==> src/rtl/tcam_rw_if.sv <==
// Request/result bundle for the TCAM: write/invalidate/clear controls, search handshake and
// match results.
interface tcam_rw_if #(
  parameter int unsigned DATA_WIDTH = 16,
  parameter int unsigned ADDR_WIDTH = 4
);
  logic                  wr_en;
  logic [ADDR_WIDTH-1:0] wr_addr;
  logic [DATA_WIDTH-1:0] wr_data;
  logic [DATA_WIDTH-1:0] wr_care;
  logic                  inv_en;
  logic                  clear_all;
  logic                  search_valid;
  logic [DATA_WIDTH-1:0] search_key;
  logic                  search_ready;
  logic                  clear_busy;
  logic                  match_valid;
  logic                  match_found;
  logic [ADDR_WIDTH-1:0] match_address;
  logic                  match_multi;
  logic [ADDR_WIDTH:0]   match_count;

  modport master (
    output wr_en, wr_addr, wr_data, wr_care, inv_en, clear_all, search_valid, search_key,
    input  search_ready, clear_busy, match_valid, match_found, match_address, match_multi,
           match_count
  );

  modport slave (
    input  wr_en, wr_addr, wr_data, wr_care, inv_en, clear_all, search_valid, search_key,
    output search_ready, clear_busy, match_valid, match_found, match_address, match_multi,
           match_count
  );
endinterface

==> src/rtl/tcam_rw.sv <==
// Ternary CAM with per-entry care mask, two-stage search pipeline (compare, then priority
// encode) and a sequential clear engine that invalidates one entry per cycle.
module tcam_rw #(
  parameter int unsigned DATA_WIDTH = 16,
  parameter int unsigned ADDR_WIDTH = 4
) (
  input  logic       clk,
  input  logic       rst,
  tcam_rw_if.slave   bus
);
  localparam int unsigned DEPTH = 2 ** ADDR_WIDTH;

  typedef enum logic [0:0] {StIdle, StClear} state_e;

  state_e                state_q;
  logic [ADDR_WIDTH-1:0] clr_idx_q;
  logic [DEPTH-1:0]      valid_q;
  logic [DATA_WIDTH-1:0] data_q [DEPTH];
  logic [DATA_WIDTH-1:0] care_q [DEPTH];

  logic                  idle;
  logic                  accept;
  logic [DEPTH-1:0]      hit;

  logic                  s1_valid_q;
  logic [DEPTH-1:0]      s1_hit_q;
  logic [ADDR_WIDTH-1:0] enc_addr;
  logic [ADDR_WIDTH:0]   enc_count;

  logic                  mv_q;
  logic                  found_q;
  logic [ADDR_WIDTH-1:0] addr_q;
  logic                  multi_q;
  logic [ADDR_WIDTH:0]   count_q;

  assign idle   = (state_q == StIdle);
  assign accept = bus.search_valid && idle;

  // Compare uses the contents before this edge's write, so a same-cycle write is not seen.
  always_comb begin
    hit = '0;
    for (int i = 0; i < int'(DEPTH); i++) begin
      hit[i] = valid_q[i] && (((bus.search_key ^ data_q[i]) & care_q[i]) == '0);
    end
  end

  // Pattern storage needs no reset; only the valid bits define visibility.
  always_ff @(posedge clk) begin
    if (idle && bus.wr_en) begin
      data_q[bus.wr_addr] <= bus.wr_data;
      care_q[bus.wr_addr] <= bus.wr_care;
    end
  end

  always_ff @(posedge clk) begin
    if (rst) begin
      valid_q   <= '0;
      state_q   <= StIdle;
      clr_idx_q <= '0;
    end else begin
      unique case (state_q)
        StIdle: begin
          if (bus.wr_en)  valid_q[bus.wr_addr] <= 1'b1;
          // Later assignment wins: invalidate beats a same-address write.
          if (bus.inv_en) valid_q[bus.wr_addr] <= 1'b0;
          if (bus.clear_all) begin
            state_q   <= StClear;
            clr_idx_q <= '0;
          end
        end
        StClear: begin
          valid_q[clr_idx_q] <= 1'b0;
          clr_idx_q          <= clr_idx_q + 1'b1;
          if (clr_idx_q == ADDR_WIDTH'(DEPTH - 1)) state_q <= StIdle;
        end
        default: state_q <= StIdle;
      endcase
    end
  end

  always_ff @(posedge clk) begin
    if (rst) begin
      s1_valid_q <= 1'b0;
      s1_hit_q   <= '0;
    end else begin
      s1_valid_q <= accept;
      s1_hit_q   <= hit;
    end
  end

  always_comb begin
    enc_addr  = '0;
    enc_count = '0;
    for (int i = int'(DEPTH) - 1; i >= 0; i--) begin
      if (s1_hit_q[i]) enc_addr = ADDR_WIDTH'(i);
    end
    for (int i = 0; i < int'(DEPTH); i++) begin
      enc_count = enc_count + {{ADDR_WIDTH{1'b0}}, s1_hit_q[i]};
    end
  end

  always_ff @(posedge clk) begin
    if (rst) begin
      mv_q    <= 1'b0;
      found_q <= 1'b0;
      addr_q  <= '0;
      multi_q <= 1'b0;
      count_q <= '0;
    end else begin
      mv_q <= s1_valid_q;
      if (s1_valid_q) begin
        found_q <= |s1_hit_q;
        addr_q  <= enc_addr;
        multi_q <= (enc_count > (ADDR_WIDTH + 1)'(1));
        count_q <= enc_count;
      end
    end
  end

  assign bus.search_ready  = idle;
  assign bus.clear_busy    = (state_q == StClear);
  assign bus.match_valid   = mv_q;
  assign bus.match_found   = found_q;
  assign bus.match_address = addr_q;
  assign bus.match_multi   = multi_q;
  assign bus.match_count   = count_q;
endmodule

==> src/flat_wrapper.sv <==
// flat-port wrapper written by rule: the top's interface ports become plain ports
module tcam_rw_flat 
#(
  parameter int unsigned DATA_WIDTH = 16,
  parameter int unsigned ADDR_WIDTH = 4
)
  (clk, rst, bus_wr_en, bus_wr_addr, bus_wr_data, bus_wr_care, bus_inv_en, bus_clear_all, bus_search_valid, bus_search_key, bus_search_ready, bus_clear_busy, bus_match_valid, bus_match_found, bus_match_address, bus_match_multi, bus_match_count);
  tcam_rw_if #(.DATA_WIDTH(DATA_WIDTH), .ADDR_WIDTH(ADDR_WIDTH)) bus_i ();
  input  logic clk;
  input  logic rst;
  input wire logic [$bits(bus_i.wr_en)-1:0] bus_wr_en;
  input wire logic [$bits(bus_i.wr_addr)-1:0] bus_wr_addr;
  input wire logic [$bits(bus_i.wr_data)-1:0] bus_wr_data;
  input wire logic [$bits(bus_i.wr_care)-1:0] bus_wr_care;
  input wire logic [$bits(bus_i.inv_en)-1:0] bus_inv_en;
  input wire logic [$bits(bus_i.clear_all)-1:0] bus_clear_all;
  input wire logic [$bits(bus_i.search_valid)-1:0] bus_search_valid;
  input wire logic [$bits(bus_i.search_key)-1:0] bus_search_key;
  output wire logic [$bits(bus_i.search_ready)-1:0] bus_search_ready;
  output wire logic [$bits(bus_i.clear_busy)-1:0] bus_clear_busy;
  output wire logic [$bits(bus_i.match_valid)-1:0] bus_match_valid;
  output wire logic [$bits(bus_i.match_found)-1:0] bus_match_found;
  output wire logic [$bits(bus_i.match_address)-1:0] bus_match_address;
  output wire logic [$bits(bus_i.match_multi)-1:0] bus_match_multi;
  output wire logic [$bits(bus_i.match_count)-1:0] bus_match_count;
  assign bus_i.wr_en = bus_wr_en;
  assign bus_i.wr_addr = bus_wr_addr;
  assign bus_i.wr_data = bus_wr_data;
  assign bus_i.wr_care = bus_wr_care;
  assign bus_i.inv_en = bus_inv_en;
  assign bus_i.clear_all = bus_clear_all;
  assign bus_i.search_valid = bus_search_valid;
  assign bus_i.search_key = bus_search_key;
  assign bus_search_ready = bus_i.search_ready;
  assign bus_clear_busy = bus_i.clear_busy;
  assign bus_match_valid = bus_i.match_valid;
  assign bus_match_found = bus_i.match_found;
  assign bus_match_address = bus_i.match_address;
  assign bus_match_multi = bus_i.match_multi;
  assign bus_match_count = bus_i.match_count;
  tcam_rw #(.DATA_WIDTH(DATA_WIDTH), .ADDR_WIDTH(ADDR_WIDTH)) u_core (.clk(clk), .rst(rst), .bus(bus_i));
endmodule
==> config.mk <==
export PLATFORM = sky130hd
export DESIGN_NAME = tcam_rw_flat
export DESIGN_NICKNAME = d
export VERILOG_FILES = /design/src/rtl/tcam_rw_if.sv /design/src/rtl/tcam_rw.sv /design/src/flat_wrapper.sv
export SDC_FILE = /design/constraint.sdc
export NUM_CORES = 1
export LEC_CHECK = 0
export BUFFER_PORTS_ARGS = -buffer_cell sky130_fd_sc_hd__clkbuf_2
export CAP_MARGIN = 20
export CORE_MARGIN = 2
export CORE_UTILIZATION = 40
export CTS_BUF_LIST = sky130_fd_sc_hd__clkbuf_4 sky130_fd_sc_hd__clkbuf_8
export DETAILED_ROUTE_END_ITERATION = 16
export PLACE_DENSITY = 0.61
export SYNTH_ARGS = -nofsm -noshare
export SYNTH_HDL_FRONTEND = slang
export SYNTH_SLANG_ARGS = --single-unit
export TNS_END_PERCENT = 20
==> constraint.sdc <==
create_clock -name clk -period 6.6 [get_ports clk]
set_input_delay 0.66 -clock clk [delete_from_list [all_inputs] [get_ports clk]]
set_output_delay 0.66 -clock clk [all_outputs]
set_load 0.1 [all_outputs]
==> results of run 1 <==
-- sequential cells by signal, summed over array words and instances (netlist names), 4 cells and up --
| name | flops |
|---|---|
| u_core.bus.match_count | 5 |
| u_core.care_q | 256 |
| u_core.s1_hit_q | 16 |
| u_core.bus.match_address | 4 |
| u_core.valid_q | 16 |
| u_core.clr_idx_q | 4 |
| u_core.data_q | 256 |
-- layer usage --
layer | share of wire | GRT usage | vias to the layer above
met5 | 0.00025 | 0 | -
met4 | 0.022 | 0.0518 | 2
met3 | 0.061 | 0.0425 | 82
met2 | 0.47 | 0.295 | 379
met1 | 0.45 | 0.259 | 5791
li1 | - | - | 5075
-- area by class of cell --
cell class / instances / area (sq um)
tap: 696 / 871
clock buffer: 127 / 1550
clock inverter: 25 / 146
sequential: 562 / 16400
multi-input combinational: 599 / 5050
timing repair buffer: 86 / 505
inverter: 43 / 161
antenna: 1 / 2.50
fill: 4640 / 29300
-- logic make-up after synthesis --
family,count (synthesis),share of synthesized area
AND/OR/NAND/NOR,131,0.0297
XOR/XNOR,258,0.104
buffers and inverters,90,0.0224
AO/OA/AOI/OAI,187,0.0768
multiplexers,2,0.000917
adder cells (fa/ha/maj),21,0.0155
flip-flops,562,0.750
-- worst min-delay path by stage --
stage,startpoint,endpoint,slack (ns)
6_report,bus_search_valid,u_core.s1_valid_q,0.20
5_1_grt,bus_search_valid,u_core.s1_valid_q,0.18
4_1_cts,bus_search_valid,u_core.s1_valid_q,0.16
3_5_place_dp,u_core.care_q[14][15],u_core.s1_hit_q[14],0.44
3_3_place_gp,u_core.care_q[1][13],u_core.s1_hit_q[1],0.43
2_1_floorplan,u_core.valid_q[10],u_core.s1_hit_q[10],0.43
-- worst max-delay path, delay by kind of cell (launching register included) --
family,cells,cell delay (ns)
AOI/OAI and AO/OA,2,0.21
adders and majority gates,7,3.04
DFF,1,0.38
buffers and inverters,2,0.12
and+or+nand+nor,2,0.40
-- layout by cell type (no fill, tap or decap), types with 12 or more instances in the layout --
master / count
a222oi_1: 16
nand2_1: 23
buf_4: 12
nor2_1: 33
clkbuf_4: 31
dfxtp_1: 50
xor2_1: 255
clkinv_1: 18
clkbuf_2: 71
a22oi_1: 12
nand4_1: 22
inv_1: 41
a221oi_1: 32
a22o_1: 42
clkbuf_8: 96
edfxtp_1: 512
-- stage by stage --
stage / util / cells
4_1_cts: 0.456 / 2135
6_report: 0.458 / 2139
2_1_floorplan: - / 1251
3_3_place_gp: 0.425 / 1983
3_5_place_dp: 0.425 / 1983
5_1_grt: 0.458 / 2139
-- power breakdown --
group	leakage, nW	internal, mW	switching, mW
Clock	0.898	1.55	1.32
Sequential	5.02	3.92	0.0153
Combinational	2.36	0.0871	0.253
==> reports/results.ini, run 1 <==
[run_status]
status=finished, final reports clean

[global_routing]
grt_pass1_wl_um=75600
grt_overflow=0
first_global_vias=11300
grt_max_degree=39
grt_usage=0.186
grt_antenna_before_repair=2

[worst_hold_path]
hold_class=in2reg
hold-path-cell-count=2

[placement]
place_area_sq_um=22900
pre_cts_ws_ns=2.37
place_hpwl_um=31600
portBuffers=71
globalplace.congestion=0.850

[yosys]
yosysUniqueCellTypes=52
avgSynthCellArea_sq_um=17.4
yosysTopAreaCellShare=0.705
yosysTopAreaCell=edfxtp_1
ys_warn_count=0
syn_area_sq_um=21800
post_synth_inst_count=1251
synth_most_common_cell=edfxtp_1
synthArstFlopShare=0
yosysSeqAreaShare=0.750
synth_nets=1330
synth-seq-cells=562
netlist_top_cells_count=512 x edfxtp_1, 255 x xor2_1, 50 x dfxtp_1, 42 x a22o_1, 41 x inv_1
synthFlopType=edfxtp_1
synth_edf_count=512
synth.area.top_cells=edfxtp_1 70%, xor2_1 10%, dfxtp_1 4.6%

[cts]
clk_pin_slew_ns=0.06
worstSkewPairLatency_ns=0.67
clock_sinks=562
ctsHoldBuffers=0
tritoncts=built
max-clock-path-buffers=3
cts_htree_levels=3
cts_setup_buffers=0
clockRootBuffer=clkbuf_8
cts_resized=0
cts_made_buffers=91

[sta]
skew_ns=0.0318
max_freq_mhz=236
fin_ws_ns=2.36
tightest_slew_ns=1.07
holdWs_ns=0.204
rsz0062_at_grt=no
maxSlewViolCount=0
slew-limit-headroom=0.283
finalSetupViolations=0
min_period_ns=4.24
fin_crit_sh=0.642
finalSetupTns_ns=0
hold_viol_final=0

[drt]
ant_nets=0
routed_wl_um=52100
vias=11300
post_drt_wl_per_cell_um=24.4
dr.pass1.iters=5
viasPerCell=5.30
drtIter0Drc=1115
drcViolationCount=0

[worst_setup_path]
r2r-end=u_core.bus.match_count[4]
r2r_start=u_core.s1_hit_q[1]
cpMostUsedCell=fa_1
crit_required_ns=7.17
cp.arrival_ns=4.81
cp_cell_sequence=inv_1, ha_1, inv_1, fa_1, fa_1, fa_1, fa_1, fa_1, fa_1, nor2b_1, o21ai_0, or2_2, a21oi_1
worst-r2r-setup-slack_ns=2.36
cp-start-kind=flip-flop
worstSetupPathType=reg2reg
slowest_delay_ns=0.51
crit_path_end_kind=flip-flop
startpoint=u_core.s1_hit_q[1]
cpMaxStageDelayCell=fa_1
path_max_fanout=4
ff2ff_path_depth=13
cp-endpoint=u_core.bus.match_count[4]

[final_layout]
area_delta_synth_final_pct=13.1
postLayoutCellArea_sq_um=24700
drive_gt1_frac=0.191
num-nets-final=1462

[die]
ioPinCount=72
rows=85
fp.dieArea_sq_um=56400
initial_utilization=0.405
die_h_um=238
core_sq_um=53900
die-width_um=238

[pwr]
peakVddDrop_mv=0.213
power.leakage_nw=8.28
p_per_area_nw_per_um2=289
totalPowerFinal_mw=7.14

[flow_run]
maxCapViolCount=0

Power figures use the tool's default switching activity.
==> run 2, diff against run 1 <==
--- a/config.mk
+++ b/config.mk
@@ -5,6 +5,7 @@
 export SDC_FILE = /design/constraint.sdc
 export NUM_CORES = 1
 export LEC_CHECK = 0
+export ABC_AREA = 1
 export BUFFER_PORTS_ARGS = -buffer_cell sky130_fd_sc_hd__clkbuf_2
 export CAP_MARGIN = 20
 export CORE_MARGIN = 2
==> constraint.sdc (replaced) <==
create_clock -name clk -period 4 [get_ports clk]
set_input_delay 0.4 -clock clk [delete_from_list [all_inputs] [get_ports clk]]
set_output_delay 0.4 -clock clk [all_outputs]
set_load 0.1 [all_outputs]
==> reports/results.ini, run 2 <==
[final_layout]
reg_top3=u_core.care_q: 256 flops, u_core.data_q: 256 flops
most-common-layout-cells=512 x edfxtp_1, 337 x nand2_1, 180 x nor2_1, 95 x clkbuf_8, 78 x o21ai_0
n_fill_cell=4883  ; +5.2%
area_delta_synth_final_pct=13.8
num-nets-final=1919  ; +31%
utilization=0.460  ; +0.00205
drive_gt1_frac=0.168  ; -0.0226
final_common_cell=edfxtp_1

[yosys]
synthArstFlopShare=0  ; unchanged
yosysUniqueCellTypes=44  ; -15%
synth_edf_count=512  ; unchanged
yosysTopAreaCell=edfxtp_1
yosysTopAreaCellShare=0.691  ; -0.0137
yosysSeqAreaShare=0.736  ; -0.0146
ys_warn_count=0  ; unchanged
synthFlopType=edfxtp_1
avgSynthCellArea_sq_um=13.1  ; -25%
synth_nets=1781  ; +34%
synth-seq-cells=562  ; unchanged
post_synth_inst_count=1702  ; +36%
netlist_top_cells_count=512 x edfxtp_1, 337 x nand2_1, 194 x nor2_1, 80 x o21ai_0, 69 x inv_1
synth.area.top_cells=edfxtp_1 69%, nand2_1 5.7%, dfxtp_1 4.5%
syn_area_sq_um=22300  ; +2.0%
synth_most_common_cell=edfxtp_1

[die]
rows=86  ; +1.2%
ioPinCount=72  ; unchanged
initial_utilization=0.404  ; -0.000731
fp.dieArea_sq_um=57500  ; +2.0%
core_sq_um=55100  ; +2.2%
die_h_um=240  ; +0.97%
die-width_um=240  ; +0.97%

[pwr]
p_per_area_nw_per_um2=464  ; +60%
peakVddDrop_mv=0.235  ; +10%
totalPowerFinal_mw=11.7  ; +64%
power.leakage_nw=8.75  ; +5.7%

[cts]
worstSkewPairLatency_ns=0.65  ; -0.02 ns
cts_made_buffers=90  ; -1.1%
clock_sinks=562  ; unchanged
cts_setup_buffers=0  ; unchanged
cts_htree_levels=3  ; unchanged
clk_pin_slew_ns=0.06  ; about the same
max-clock-path-buffers=3  ; unchanged
tritoncts=built
clockRootBuffer=clkbuf_8

[global_routing]
grt_usage=0.184  ; -0.00270
grt_max_degree=34  ; -13%
grt_overflow=0  ; unchanged
grt_antenna_before_repair=1  ; -1
grt_pass1_wl_um=77900  ; +3.0%
first_global_vias=12900  ; +14%

[drt]
vias=13500  ; +19%
dr.pass1.iters=6  ; +1
ant_nets=0  ; unchanged
routed_wl_um=52400  ; +0.55%
drcViolationCount=0  ; unchanged
viasPerCell=5.09  ; -4.0%
drtIter0Drc=1105  ; -0.90%
post_drt_wl_per_cell_um=19.8  ; -19%

[worst_setup_path]
startpoint=u_core.s1_hit_q[0]
r2r-end=u_core.bus.match_multi
cp_num_buf_inv=2  ; unchanged
crit_family=adder cells
cp.arrival_ns=4.42  ; -0.39 ns
crit_cells=12  ; -1
r2r_start=u_core.s1_hit_q[0]
slowest_delay_ns=0.54  ; +0.03 ns
crit_path_end_kind=flip-flop
crit_required_ns=4.53  ; -2.64 ns
cp_cell_sequence=inv_2, ha_4, inv_2, fa_1, fa_1, fa_1, fa_1, fa_2, fa_2, xnor2_2, nor3_2, a31oi_1
cpMaxStageDelayCell=fa_1
worstSetupPathType=reg2reg
worst-r2r-setup-slack_ns=0.11  ; -2.25 ns
cp-endpoint=u_core.bus.match_multi
cp-start-kind=flip-flop
ff2ff_path_depth=12  ; -1
path_max_fanout=2  ; -2
cpMostUsedCell=fa_1

[sta]
slew-limit-headroom=0.269  ; -0.0145
max_freq_mhz=257  ; +8.9%
maxSlewViolCount=0  ; unchanged
tightest_slew_ns=1.08  ; +0.00902 ns
min_period_ns=3.89  ; -0.347 ns
finalSetupViolations=0  ; unchanged
hold_viol_final=0  ; unchanged
skew_ns=0.0345  ; +0.00269 ns
rsz0062_at_grt=yes
fin_crit_sh=0.973  ; +0.331

[flow_run]
maxCapViolCount=0  ; unchanged

[placement]
globalplace.congestion=0.862  ; +1.4%
portBuffers=71  ; unchanged
place_hpwl_um=33000  ; +4.6%

[worst_hold_path]
hold_class=in2reg

[run_status]
status=finished, final reports clean

==> run 2: changes by cell type after synthesis, sizes merged, moves of 31 or more <==
cell    delta
a21oi     +55
or2       +49
nand2    +314
a22o      -42
nor2     +158
xor2     -215
a221oi    -31
nand3     +49
o21ai     +76
==> run 2: worst min path at each step <==
stage,from,endpoint,slack (ns),depth (start not counted)
floorplan,u_core.valid_q[1],u_core.s1_hit_q[1],0.42,2
global placement,u_core.valid_q[2],u_core.s1_hit_q[2],0.44,2
detailed placement,u_core.valid_q[1],u_core.s1_hit_q[1],0.44,2
CTS,bus_clear_all,u_core.clr_idx_q[0],0.03,4
global route,bus_clear_all,u_core.clr_idx_q[0],0.07,4
finish,bus_clear_all,u_core.clr_idx_q[0],0.08,4
==> run 2: area by class of cell <==
type                            instances  area (sq um)  share of cell area
Antenna cell                            1          2.50           0.0000988
Clock buffer                          133          1590              0.0629
Clock inverter                         22           111             0.00440
Inverter                               71           267              0.0105
Multi-Input combinational cell       1013          5430               0.215
Sequential cell                       562         16400               0.647
Tap cell                              748           936              0.0370
Timing Repair Buffer                  102           598              0.0236
==> run 2: logic make-up after synthesis <==
group / Yosys count / synth area share
simple gates: 680 / 0.128
flops: 562 / 0.736
compound gates: 269 / 0.0773
buf+inv: 127 / 0.0267
xor+xnor: 43 / 0.0169
fa+ha+maj: 21 / 0.0152
==> run 2: report_power, final <==
part	switching, mW	total, mW	internal (mW)
Combinational	0.425	0.551	0.126
Clock	2.15	4.69	2.54
Sequential	0.0238	6.50	6.48
Total	2.60	11.7	9.14
==> run 2: worst register-to-register path, delay by kind of cell, from the launching register on <==
| kind | cells | cell delay (ns) |
|---|---|---|
| adders and majority gates | 7 | 2.99 |
| DFF | 1 | 0.34 |
| xor gates and xnor gates | 1 | 0.17 |
| and+or+nand+nor | 1 | 0.11 |
| AOI/OAI and AO/OA | 1 | 0.09 |
| buffers and inverters | 2 | 0.07 |
==> run 2: routing by layer <==
layer,global-route usage,vias to the layer above,part of all wire
met4,0.0565,0,0.025
met1,0.253,6610,0.45
li1,-,6411,-
met2,0.298,382,0.47
met3,0.0328,85,0.057
met5,0,-,0
==> run 2: what timing repair did <==
item | CTS | global route
hold endpoints to repair | 1 | 0
gates resized for setup | 1 | 12
endpoints found under the setup margin | 1 | 3
hold buffers | 1 | 0
pin swaps | 0 | 10
==> run 2: per-stage QoR <==
| stage | instances | TNS [ns] | area (sq um) | hold slack, ns | worst slack, ns |
|---|---|---|---|---|---|
| finish | 2652 | 0 | 25300 | 0.0843 | 0.107 |
| CTS | 2649 | 0 | 25300 | 0.0270 | 0.0325 |
| global placement | 2493 | 0 | 23500 | 0.444 | 0.0460 |
| floorplan | 1702 | 0 | 22300 | 0.422 | 0.114 |
| global route | 2652 | -0.00809 | 25300 | 0.0655 | -0.00809 |
| detailed placement | 2493 | -0.0172 | 23500 | 0.443 | -0.0172 |
==> run 3, diff against run 2 <==
--- a/config.mk
+++ b/config.mk
@@ -12,7 +12,7 @@
 export CORE_UTILIZATION = 40
 export CTS_BUF_LIST = sky130_fd_sc_hd__clkbuf_4 sky130_fd_sc_hd__clkbuf_8
 export DETAILED_ROUTE_END_ITERATION = 16
-export PLACE_DENSITY = 0.61
+export PLACE_DENSITY_LB_ADDON = 0.1
 export SYNTH_ARGS = -nofsm -noshare
 export SYNTH_HDL_FRONTEND = slang
 export SYNTH_SLANG_ARGS = --single-unit
==> reports/results.ini, run 3 (synthesized netlist as in run 2, its figures left out) <==
[run_status]
status=finished, final reports clean

[global_routing]
grt_max_degree=34  ; unchanged
grt_overflow=0  ; unchanged
grt_pass1_wl_um=79700  ; +2.4%
first_global_vias=12800  ; -1.1%
grt_antenna_before_repair=1  ; unchanged
grt_usage=0.192  ; +0.00837

[sta]
fin_crit_sh=0.966  ; -0.00740
tightest_slew_ns=1.10  ; +0.0163 ns
rsz0062_at_grt=yes
hold_viol_final=0  ; unchanged
min_period_ns=3.86  ; -0.0296 ns
maxSlewViolCount=0  ; unchanged
max_freq_mhz=259  ; +0.77%
slew-limit-headroom=0.264  ; -0.00515
fin_ws_ns=0.137  ; +0.0296 ns
finalSetupViolations=0  ; unchanged
skew_ns=0.0256  ; -0.00892 ns

[die]
initial_utilization=0.404  ; unchanged
fp.dieArea_sq_um=57500  ; unchanged
core_sq_um=55100  ; unchanged
ioPinCount=72  ; unchanged
die-width_um=240  ; unchanged
rows=86  ; unchanged
die_h_um=240  ; unchanged

[worst_setup_path]
worst-r2r-setup-slack_ns=0.14  ; +0.03 ns
cp-endpoint=u_core.bus.match_multi
cp.arrival_ns=4.42  ; about the same
r2r_start=u_core.s1_hit_q[1]
cp-start-kind=flip-flop
cp_num_buf_inv=2  ; unchanged
slowest_delay_ns=0.54  ; about the same
cpMaxStageDelayCell=fa_1
ff2ff_path_depth=12  ; unchanged
r2r-end=u_core.bus.match_multi
cpMostUsedCell=fa_1
cp_cell_sequence=inv_2, ha_4, inv_2, fa_1, fa_1, fa_1, fa_1, fa_2, fa_2, xnor2_2, nor3_2, a31oi_1
crit_family=adder cells
crit_path_end_kind=flip-flop
worstSetupPathType=reg2reg
startpoint=u_core.s1_hit_q[1]
crit_cells=12  ; unchanged
path_max_fanout=2  ; unchanged
crit_required_ns=4.55  ; +0.02 ns

[placement]
place_hpwl_um=34200  ; +3.5%
globalplace.congestion=0.830  ; -3.7%
pre_cts_ws_ns=0.0212  ; +0.0384 ns
portBuffers=71  ; unchanged

[drt]
viasPerCell=4.97  ; -2.2%
routed_wl_um=54200  ; +3.4%
drcViolationCount=0  ; unchanged
ant_nets=0  ; unchanged
vias=13300  ; -1.7%
drtIter0Drc=815  ; -26%
post_drt_wl_per_cell_um=20.3  ; +2.9%
dr.pass1.iters=5  ; -1

[final_layout]
most-common-layout-cells=512 x edfxtp_1, 337 x nand2_1, 180 x nor2_1, 103 x clkbuf_8, 78 x o21ai_0
final_common_cell=edfxtp_1
antenna_cells=0  ; -1
reg_top3=u_core.care_q: 256 flops, u_core.data_q: 256 flops
num-nets-final=1922  ; +0.16%
area_delta_synth_final_pct=14.6
drive_gt1_frac=0.170  ; +0.00225

[worst_hold_path]
hold_class=in2reg

[pwr]
peakVddDrop_mv=0.252  ; +7.5%
p_per_area_nw_per_um2=476  ; +2.7%
power.leakage_nw=8.84  ; +1.0%
totalPowerFinal_mw=12.1  ; +3.4%

[cts]
cts_htree_levels=3  ; unchanged
clock_sinks=562  ; unchanged
cts_made_buffers=95  ; +5.6%
tritoncts=built
max-clock-path-buffers=3  ; unchanged
clk_pin_slew_ns=0.06  ; about the same
clockRootBuffer=clkbuf_8
worstSkewPairLatency_ns=0.68  ; +0.03 ns

[flow_run]
maxCapViolCount=0  ; unchanged

-- run 3: cell types whose count changed in the layout (fill, tap and decap cells not counted), sizes merged --
cell         before  now
diode             1    0
buf              30   27
inv              72   70
clkinv           19   28
dlygate4sd3       1    2
bufinv            0    2
clkbuf          204  213
-- run 3: what timing repair did --
action / CTS / global route
endpoints found under the setup margin: 0 / 3
resized for setup: 0 / 13
setup buffers: 0 / 0
hold endpoints to repair: 3 / 0
hold buffers: 2 / 0
-- run 3: final cells by class --
cell class                      instances  area (sq um)
Clock inverter                         31           189
Clock buffer                          142          1710
Multi-Input combinational cell       1013          5430
Fill cell                            4984         29600
Sequential cell                       562         16400
Inverter                               71           267
Tap cell                              748           936
Timing Repair Buffer                  100           594
-- run 3: worst register-to-register path, stage by stage (launching register included) --
cell,delay (ns)
dfxtp_2,0.33
inv_2,0.05
ha_4,0.25
inv_2,0.03
fa_1,0.52
fa_1,0.44
fa_1,0.54
fa_1,0.44
fa_2,0.39
fa_2,0.39
xnor2_2,0.17
nor3_2,0.11
a31oi_1,0.09
-- run 3: how the worst min path moves through the flow --
stage                      start                  to  slack, ns  depth (start not counted)
2_1_floorplan  u_core.valid_q[1]  u_core.s1_hit_q[1]       0.42                          2
3_3_place_gp   u_core.valid_q[1]  u_core.s1_hit_q[1]       0.44                          2
3_5_place_dp   u_core.valid_q[2]  u_core.s1_hit_q[2]       0.44                          2
4_1_cts                bus_wr_en  u_core.valid_q[15]       0.04                          3
5_1_grt                bus_wr_en  u_core.valid_q[15]       0.07                          3
6_report               bus_wr_en  u_core.valid_q[15]       0.09                          3
-- run 3: through the flow --
step           cells  TNS [ns]  area, sq um   util  hold slack, ns
6_report        2667         0        25500  0.463          0.0895
4_1_cts         2667         0        25500  0.462          0.0395
3_5_place_dp    2492         0        23600  0.428           0.440
2_1_floorplan   1702         0        22300      -           0.422
3_3_place_gp    2491         0        23500  0.427           0.439
5_1_grt         2667   -0.0129        25500  0.463          0.0674
-- run 3: power breakdown --
part	internal, mW	switching, mW	leakage, nW
Clock	2.85	2.24	1.01
Sequential	6.48	0.0269	5.02
Combinational	0.126	0.423	2.81
Total	9.45	2.69	8.84
-- run 3: layer usage --
metal  up-vias  GRT usage  wire, um
li1       6423          -         -
met1      6465      0.263     24700
met2       292      0.313     25700
met3        84     0.0363      2620
met4         0     0.0567      1250
met5         -          0         0
